$ cat src/rtl/fft_pkg.sv
// Shared FFT pipeline helpers: default sample width, read FSM states,
// compile-time log2 and a width-parameterised bit reversal.
package fft_pkg;
    localparam int DEF_WIDTH = 16;
    localparam int MAX_LOG_N = 12;

    typedef enum logic {IDLE, READ} rd_state_t;

    function automatic int log2(input int n);
        int r;
        r = 0;
        for (int b = 0; b < 31; b++)
            if ((1 << b) < n) r = b + 1;
        return r;
    endfunction

    // Reverses the low w bits of v; bits at and above w come back as zero.
    function automatic logic [MAX_LOG_N-1:0] bitrev(input logic [MAX_LOG_N-1:0] v, input int w);
        logic [MAX_LOG_N-1:0] r;
        r = '0;
        for (int b = 0; b < MAX_LOG_N; b++)
            if (b < w) r[w-1-b] = v[b];
        return r;
    endfunction
endpackage

$ cat src/rtl/bitrev_ram.sv
// Simple dual-port frame memory: synchronous write, registered read, one clock.
// The address MSB selects the ping-pong bank.
module bitrev_ram #(
    parameter int AW = 7,
    parameter int DW = 32
) (
    input  logic          clock,
    input  logic          we,
    input  logic [AW-1:0] waddr,
    input  logic [DW-1:0] wdata,
    input  logic          re,
    input  logic [AW-1:0] raddr,
    output logic [DW-1:0] rdata
);
    localparam int DEPTH = 1 << AW;

    logic [DW-1:0] mem [0:DEPTH-1];

    always_ff @(posedge clock) begin
        if (we) mem[waddr] <= wdata;
        if (re) rdata <= mem[raddr];
    end
endmodule

$ cat src/rtl/bitrev_reorder.sv
// Restores natural bin order after the SDF chain using a ping-pong frame buffer.
// Define BITREV_OINDEX_EN to add the oindex output (natural bin of each sample).
module bitrev_reorder import fft_pkg::*; #(
    parameter  int N     = 64,
    parameter  int WIDTH = DEF_WIDTH,
    localparam int LOG_N = log2(N)
) (
    input  logic             clock,
    input  logic             reset,
    input  logic             idata_en,
    input  logic [WIDTH-1:0] idata_r,
    input  logic [WIDTH-1:0] idata_i,
    output logic             odata_en,
    output logic [WIDTH-1:0] odata_r,
    output logic [WIDTH-1:0] odata_i,
    output logic             drop
`ifdef BITREV_OINDEX_EN
   ,output logic [LOG_N-1:0] oindex
`endif
);
    localparam int STAGES = 1;

    logic [LOG_N-1:0]   wcnt, wrev, rcnt, rcnt_nx;
    logic               wbank, rbank, rbank_nx;
    logic               commit, rd_issue;
    rd_state_t          state, state_nx;
    logic [STAGES:0]    vld_pipe;
    logic [2*WIDTH-1:0] rdata;

    // Write side: scatter to bit-reversed addresses, commit on the Nth sample.
    assign commit = idata_en && (wcnt == LOG_N'(N - 1));
    assign wrev   = LOG_N'(bitrev(MAX_LOG_N'(wcnt), LOG_N));

    always_ff @(posedge clock or posedge reset) begin
        if (reset) begin
            wcnt  <= '0;
            wbank <= 1'b0;
            drop  <= 1'b0;
        end else begin
            drop <= 1'b0;
            if (idata_en) begin
                wcnt <= wcnt + LOG_N'(1);
                if (commit) wbank <= ~wbank;
            end else if (wcnt != '0) begin
                wcnt <= '0;
                drop <= 1'b1;
            end
        end
    end

    // Read FSM: a commit landing on the last read chains straight into the other bank.
    always_comb begin
        state_nx = state;
        rcnt_nx  = rcnt;
        rbank_nx = rbank;
        case (state)
            IDLE: if (commit) begin
                state_nx = READ;
                rcnt_nx  = '0;
                rbank_nx = wbank;
            end
            READ: begin
                rcnt_nx = rcnt + LOG_N'(1);
                if (rcnt == LOG_N'(N - 1)) begin
                    if (commit) rbank_nx = ~rbank;
                    else        state_nx = IDLE;
                end
            end
            default: state_nx = IDLE;
        endcase
    end

    always_ff @(posedge clock or posedge reset) begin
        if (reset) begin
            state <= IDLE;
            rcnt  <= '0;
            rbank <= 1'b0;
        end else begin
            state <= state_nx;
            rcnt  <= rcnt_nx;
            rbank <= rbank_nx;
        end
    end

    assign rd_issue = (state == READ);

    bitrev_ram #(.AW(LOG_N + 1), .DW(2 * WIDTH)) u_ram (
        .clock (clock),
        .we    (idata_en),
        .waddr ({wbank, wrev}),
        .wdata ({idata_r, idata_i}),
        .re    (rd_issue),
        .raddr ({rbank, rcnt}),
        .rdata (rdata)
    );

    // vld_pipe[0]: RAM output valid, vld_pipe[STAGES]: output register valid.
    always_ff @(posedge clock or posedge reset) begin
        if (reset) begin
            vld_pipe <= '0;
            odata_r  <= '0;
            odata_i  <= '0;
        end else begin
            vld_pipe <= {vld_pipe[STAGES-1:0], rd_issue};
            if (vld_pipe[0]) {odata_r, odata_i} <= rdata;
            else             {odata_r, odata_i} <= '0;
        end
    end

    assign odata_en = vld_pipe[STAGES];

`ifdef BITREV_OINDEX_EN
    logic [LOG_N-1:0] ridx;

    always_ff @(posedge clock or posedge reset) begin
        if (reset) begin
            ridx   <= '0;
            oindex <= '0;
        end else begin
            ridx   <= rcnt;
            oindex <= vld_pipe[0] ? ridx : '0;
        end
    end
`endif
endmodule

$ cat config.mk
export PLATFORM = sky130hd
export DESIGN_NAME = bitrev_reorder
export DESIGN_NICKNAME = d
export VERILOG_FILES = /design/src/rtl/fft_pkg.sv /design/src/rtl/bitrev_ram.sv /design/src/rtl/bitrev_reorder.sv
export SDC_FILE = /design/constraint.sdc
export NUM_CORES = 2
export LEC_CHECK = 0
export ABC_CLOCK_PERIOD_IN_PS = 3600
export BUFFER_PORTS_ARGS = -buffer_cell sky130_fd_sc_hd__buf_2
export CORE_UTILIZATION = 49
export CTS_BUF_LIST = sky130_fd_sc_hd__clkbuf_16
export CTS_CLUSTER_DIAMETER = 60
export CTS_CLUSTER_SIZE = 14
export DETAILED_ROUTE_END_ITERATION = 6
export PLACE_DENSITY = 0.67
export SYNTH_ARGS = -nofsm -noshare
export SYNTH_HDL_FRONTEND = slang
export SYNTH_SLANG_ARGS = --single-unit
$ cat constraint.sdc
create_clock -name clock -period 3.6 [get_ports clock]
set_input_delay 0.36 -clock clock [delete_from_list [all_inputs] [get_ports clock]]
set_output_delay 0.36 -clock clock [all_outputs]
set_load 0.01 [all_outputs]
# Word-level counts from Yosys, hierarchy flattened
# Memory sizes are Yosys's and may differ from the RTL's. A register that Yosys moved wholly into a read port is not among the register bits.
# Cells that the tools add are included.
# op_classes
addsub	2
mul	0
div_mod_pow	0
order_cmp	0
eq_ne	5
n_shift	0
muxes	17
bitwise	3
reduce_logical	5
# op_table
op	count
two-way mux 16 bit	2
two-way mux 6 bit	3
adder 6 x 1 -> 6 bit (second input constant)	2
equality test 6 bit (second input constant)	2
one-hot mux 6 bit (2 select lines)	1
two-way mux 1 bit	9
nonzero test 6 bit	1
inequality test 2 bit (second input constant)	2
one-hot mux 1 bit (2 select lines)	2
NOT 1 bit	3
AND reduction 3 bit	1
inequality test 2 x 1 -> 1 bit (second input constant)	1
AND reduction 2 bit	1
nonzero test 2 bit	1
logical AND 1 bit	1
# word_totals
register_bits	50
latch_bits	0
mem_bits_rw	4096
rom_bits	0
input_bits	35
out_inout_bits	34
word_cells	42
memories	1
# mem_list
memory	depth	width	rd	rd_clocked_by_memory_dff	write_ports	line_no	rtl
u_ram.mem	128	32	1	1	1	bitrev_ram.sv:17	logic [DW-1:0] mem [0:DEPTH-1];

# Depth between registers and ports, before layout
# logic_depth
word_depth	5
ltp_mapped	12
mapped_depth_nobuf	6

# Modules after synthesis
# From an unflattened synthesis, not the netlist that was laid out.
# unflattened
cells_unflattened	6135
area_unflattened_um2	158413.2
# by_module_without_submodules
module	n_inst	cells_each	area_per_inst_um2	seq_area_each_um2
bitrev_ram	1	5990	156596.4	123958.9
bitrev_reorder	1	145	1816.7	1251.2

# Worst setup path before layout
# No wires, ideal clock.
# synth_path
path_type	flip-flop to flip-flop
from	register wcnt[0]
to	memory u_ram.mem[100][0] (enable)
setup_ns	0.461
arrival_time_ns	3.376
t_required_ns	3.139
path_slack_ns	-0.237
path_stages_with_launch	6
n_path_buf	1
period_less_slack_ns	3.837
cell_sequence	dfrtp_1 -> clkbuf_1 -> inv_1 -> nor2_1 -> nand3_1 -> nor3_1
# synth_rtl
item	line_no	rtl
from (decl)	bitrev_reorder.sv:23	logic [LOG_N-1:0] wcnt, wrev, rcnt, rcnt_nx;
from (signal assigned)	bitrev_reorder.sv:42	wcnt <= wcnt + LOG_N'(1);
to (decl)	bitrev_ram.sv:17	
# Straight into the memory's write port.

==> impl_metrics.csv <==
group,metric,value,unit
placed_design,numPortBuffers,68,
setup_path,crit_path_start_kind,"register",
floorplanning,core-area,325000,sq um
yosys,synth_top_area_share,77.4,%
pwr,power,92000,uW
placed_design,dp.final_hpwl,265000,um
sta,slew_violations,0,
setup_path,cpPeakStageDelay,750,ps
yosys,syn_nets,7199,
sta,grt_setup_unrepaired,"false",
cts,root_buffer,"clkbuf_16",
global_routing,grt_usage,28.2,%
layout,fillers,23400,
global_routing,grt-ovfl-total,0,
route,drc,0,
route,drt_pre_antenna_iters,7,
sta,fin_worst_skew,60.9,ps
pwr,cellPowerDensity,507,nW/um^2
route,drt-initial-drc-count,13400,
yosys,synthArstFlopShare,1.20,%
route,vias_per_cell,6.68,
layout,fin_nets,7821,
route,ant_nets,0,
setup_path,crit_slowest_cell,"dfrtp_4",
yosys,synth_area_leader_cell,"edfxtp_1",
global_routing,grt_max_degree,114,
cts,path_clk_slew,70,ps
yosys,yosysWarningCount,0,
floorplanning,die_w,574,um
pwr,p_leak,0.0553,uW
floorplanning,die-area,329000,sq um
status,violations,"setup timing",
sta,max_slew.worst_pin.slew,1340,ps
sta,period_needed,3610,ps
sta,slew_headroom,11.0,%
sta,fmax,277,MHz
global_routing,antenna_found_initial,38,
layout,utilization,55.9,%
cts,cts_tree,"built",
setup_path,worst_path_most_repeated_cell,"mux4_2",
sta,post-route-worst-setup-slack,-5.28,ps
sta,hold_viol,0,
global_routing,grt_pass1_wl,643000,um
sta,finalSetupViolCount,2,
yosys,syn_area_per_cell,22.4,sq um
status,status,"finished with violations",
worst_hold_path,hold_class,"in2reg",
flow_run,max_cap_viol_count,0,
yosys,synthTopCellsByCount,"edfxtp_1, mux4_2, mux2i_1, nor2_1, nand2_1",
cts,numCtsBuffers,349,
floorplanning,rows,209,
setup_path,arrival,4260,ps
layout,drive_above_1_share,27.9,%
placed_design,place_inst,11700,
yosys,dominantRegCellSynth,"edfxtp_1",
yosys,synth_edf_count,4128,
yosys,synth_cell_types,67,
setup_path,required,4250,ps
cts,cts.sinks,4178,
route,wirelength,469000,um
pwr,peakVddDrop,0.392,mV
global_routing,first_global_vias,80600,
cts,htreeDepth,5,
yosys,ys_ff_latch,4178,
floorplanning,start_util,49.3,%
floorplanning,die_y,574,um
setup_path,path_cells,"buf_4 -> buf_12 -> mux4_2 -> mux4_2 -> nand2_1 -> and3_1 -> o32ai_1",
yosys,syn_area,160000,sq um
layout,layout.cells.non_filler,12300,
placed_design,gp_congestion,0.885,
yosys,synthCells,7161,
yosys,netlist_top_cells_area,"edfxtp_1, mux4_2, mux2i_1",
route,post_drt_wl_per_cell,38.2,um
cts,clockBufferDepth,4,
yosys,synth_seq_area_share,78.2,%
setup_path,path_class,"reg2reg",
setup_path,critPathCaptureType,"register",
sta,finalCritPeriodShare,100,%
setup_path,cp_max_fo,39,
route,num_vias,82000,
yosys,yosysMostFrequentCell,"edfxtp_1",
layout,area_growth,13.3,%
cts,clk_latency,960,ps
floorplanning,io_pins,69,
path summary, 6_finish.rpt:
kind,startpoint,end,slack (ps),cells past startpoint
worst max register to register,rcnt[1]$_DFFE_PP0P_,u_ram.rdata[18]$_DFFE_PP_,-5,7
max in group asynchronous,reset,rcnt[3]$_DFFE_PP0P_,2040,5
worst min-delay path,idata_r[10],u_ram.mem[99][26]$_DFFE_PP_,60,1
worst max-delay path,rcnt[1]$_DFFE_PP0P_,u_ram.rdata[18]$_DFFE_PP_,-5,7
min in group asynchronous,reset,drop$_DFF_PP0_,590,4
worst min register to register,u_ram.rdata[23]$_DFFE_PP_,odata_r[7]$_DFF_PP0_,580,1
worst max-delay path: cells and delay by family, from the launching register on:
family | cells | cell delay (ps)
compound gates | 1 | 190
buf+inv | 2 | 570
flops | 1 | 750
simple gates | 2 | 860
mux | 2 | 880
cell usage in the layout (no fill, tap or decap), types with 80 or more instances in the layout:
master     instances
a22oi_1           80
mux4_2           930
nor2_4           120
o21ai_0           91
mux2i_1          375
edfxtp_1        4128
buf_4            459
inv_1             92
o22ai_1          134
buf_12           171
nand2_1          179
clkbuf_16        351
state kept, by name, summed over array words and instances (netlist names):
register,count
wcnt,6
drop,1
u_ram.mem,4096
rbank,1
odata_i,16
wbank,1
u_ram.rdata,32
rd_issue,1
rcnt,6
vld_pipe,2
odata_r,16
kinds of logic after synthesis:
family	Yosys count	synth area share [%]
DFF	4178	78.2
muxes	1338	15.8
AOI/OAI and AO/OA	624	2.63
and+or+nand+nor	597	1.68
buffers and inverters	417	1.68
xor gates and xnor gates	4	0.0219
adders and majority gates	3	0.0234
where the power goes:
part	switching, uW	internal, uW
Sequential	96.2	53700
Combinational	2040	787
Clock	17100	18200
per-layer routing:
layer	share of wire, %	routed length [um]	global-route usage (%)
met1	37	173000	39.7
met4	5.1	24000	12.9
met2	46	214000	42.5
met5	0.021	100	0
met3	12	57500	6.21
per-stage QoR:
stage	setup TNS, ps	hold WS (ps)	setup slack, ps	instance area (sq um)
floorplan	-35570	412	-237	160000
global placement	-3770	464	-672	171000
detailed placement	-3040	471	-454	171000
CTS	0	6.82	0.542	181000
global route	0	60.5	21.1	181000
finish	-10.3	60.4	-5.28	181000
what timing repair did:
action | 4_1_cts | 5_1_grt
pin swaps | 0 | 1
setup buffers | 5 | 0
setup endpoints to repair | 17 | 7
cloned | 0 | 1
hold buffers | 12 | 0
endpoints found under the hold margin | 238 | 0
gates resized for setup | 13 | 9
cell type report:
type / count / area, sq um / share of cell area [%]
clock buffer: 351 / 8780 / 4.84
antenna: 20 / 50.0 / 0.0276
inverter: 9 / 52.6 / 0.0290
timing repair buffer: 678 / 7170 / 3.95
tap: 4325 / 5410 / 2.98
clock inverter: 152 / 1300 / 0.717
sequential: 4178 / 125000 / 69.1
multi-input combinational: 2567 / 33400 / 18.4
Note: power is estimated with default switching activity, not from simulation.
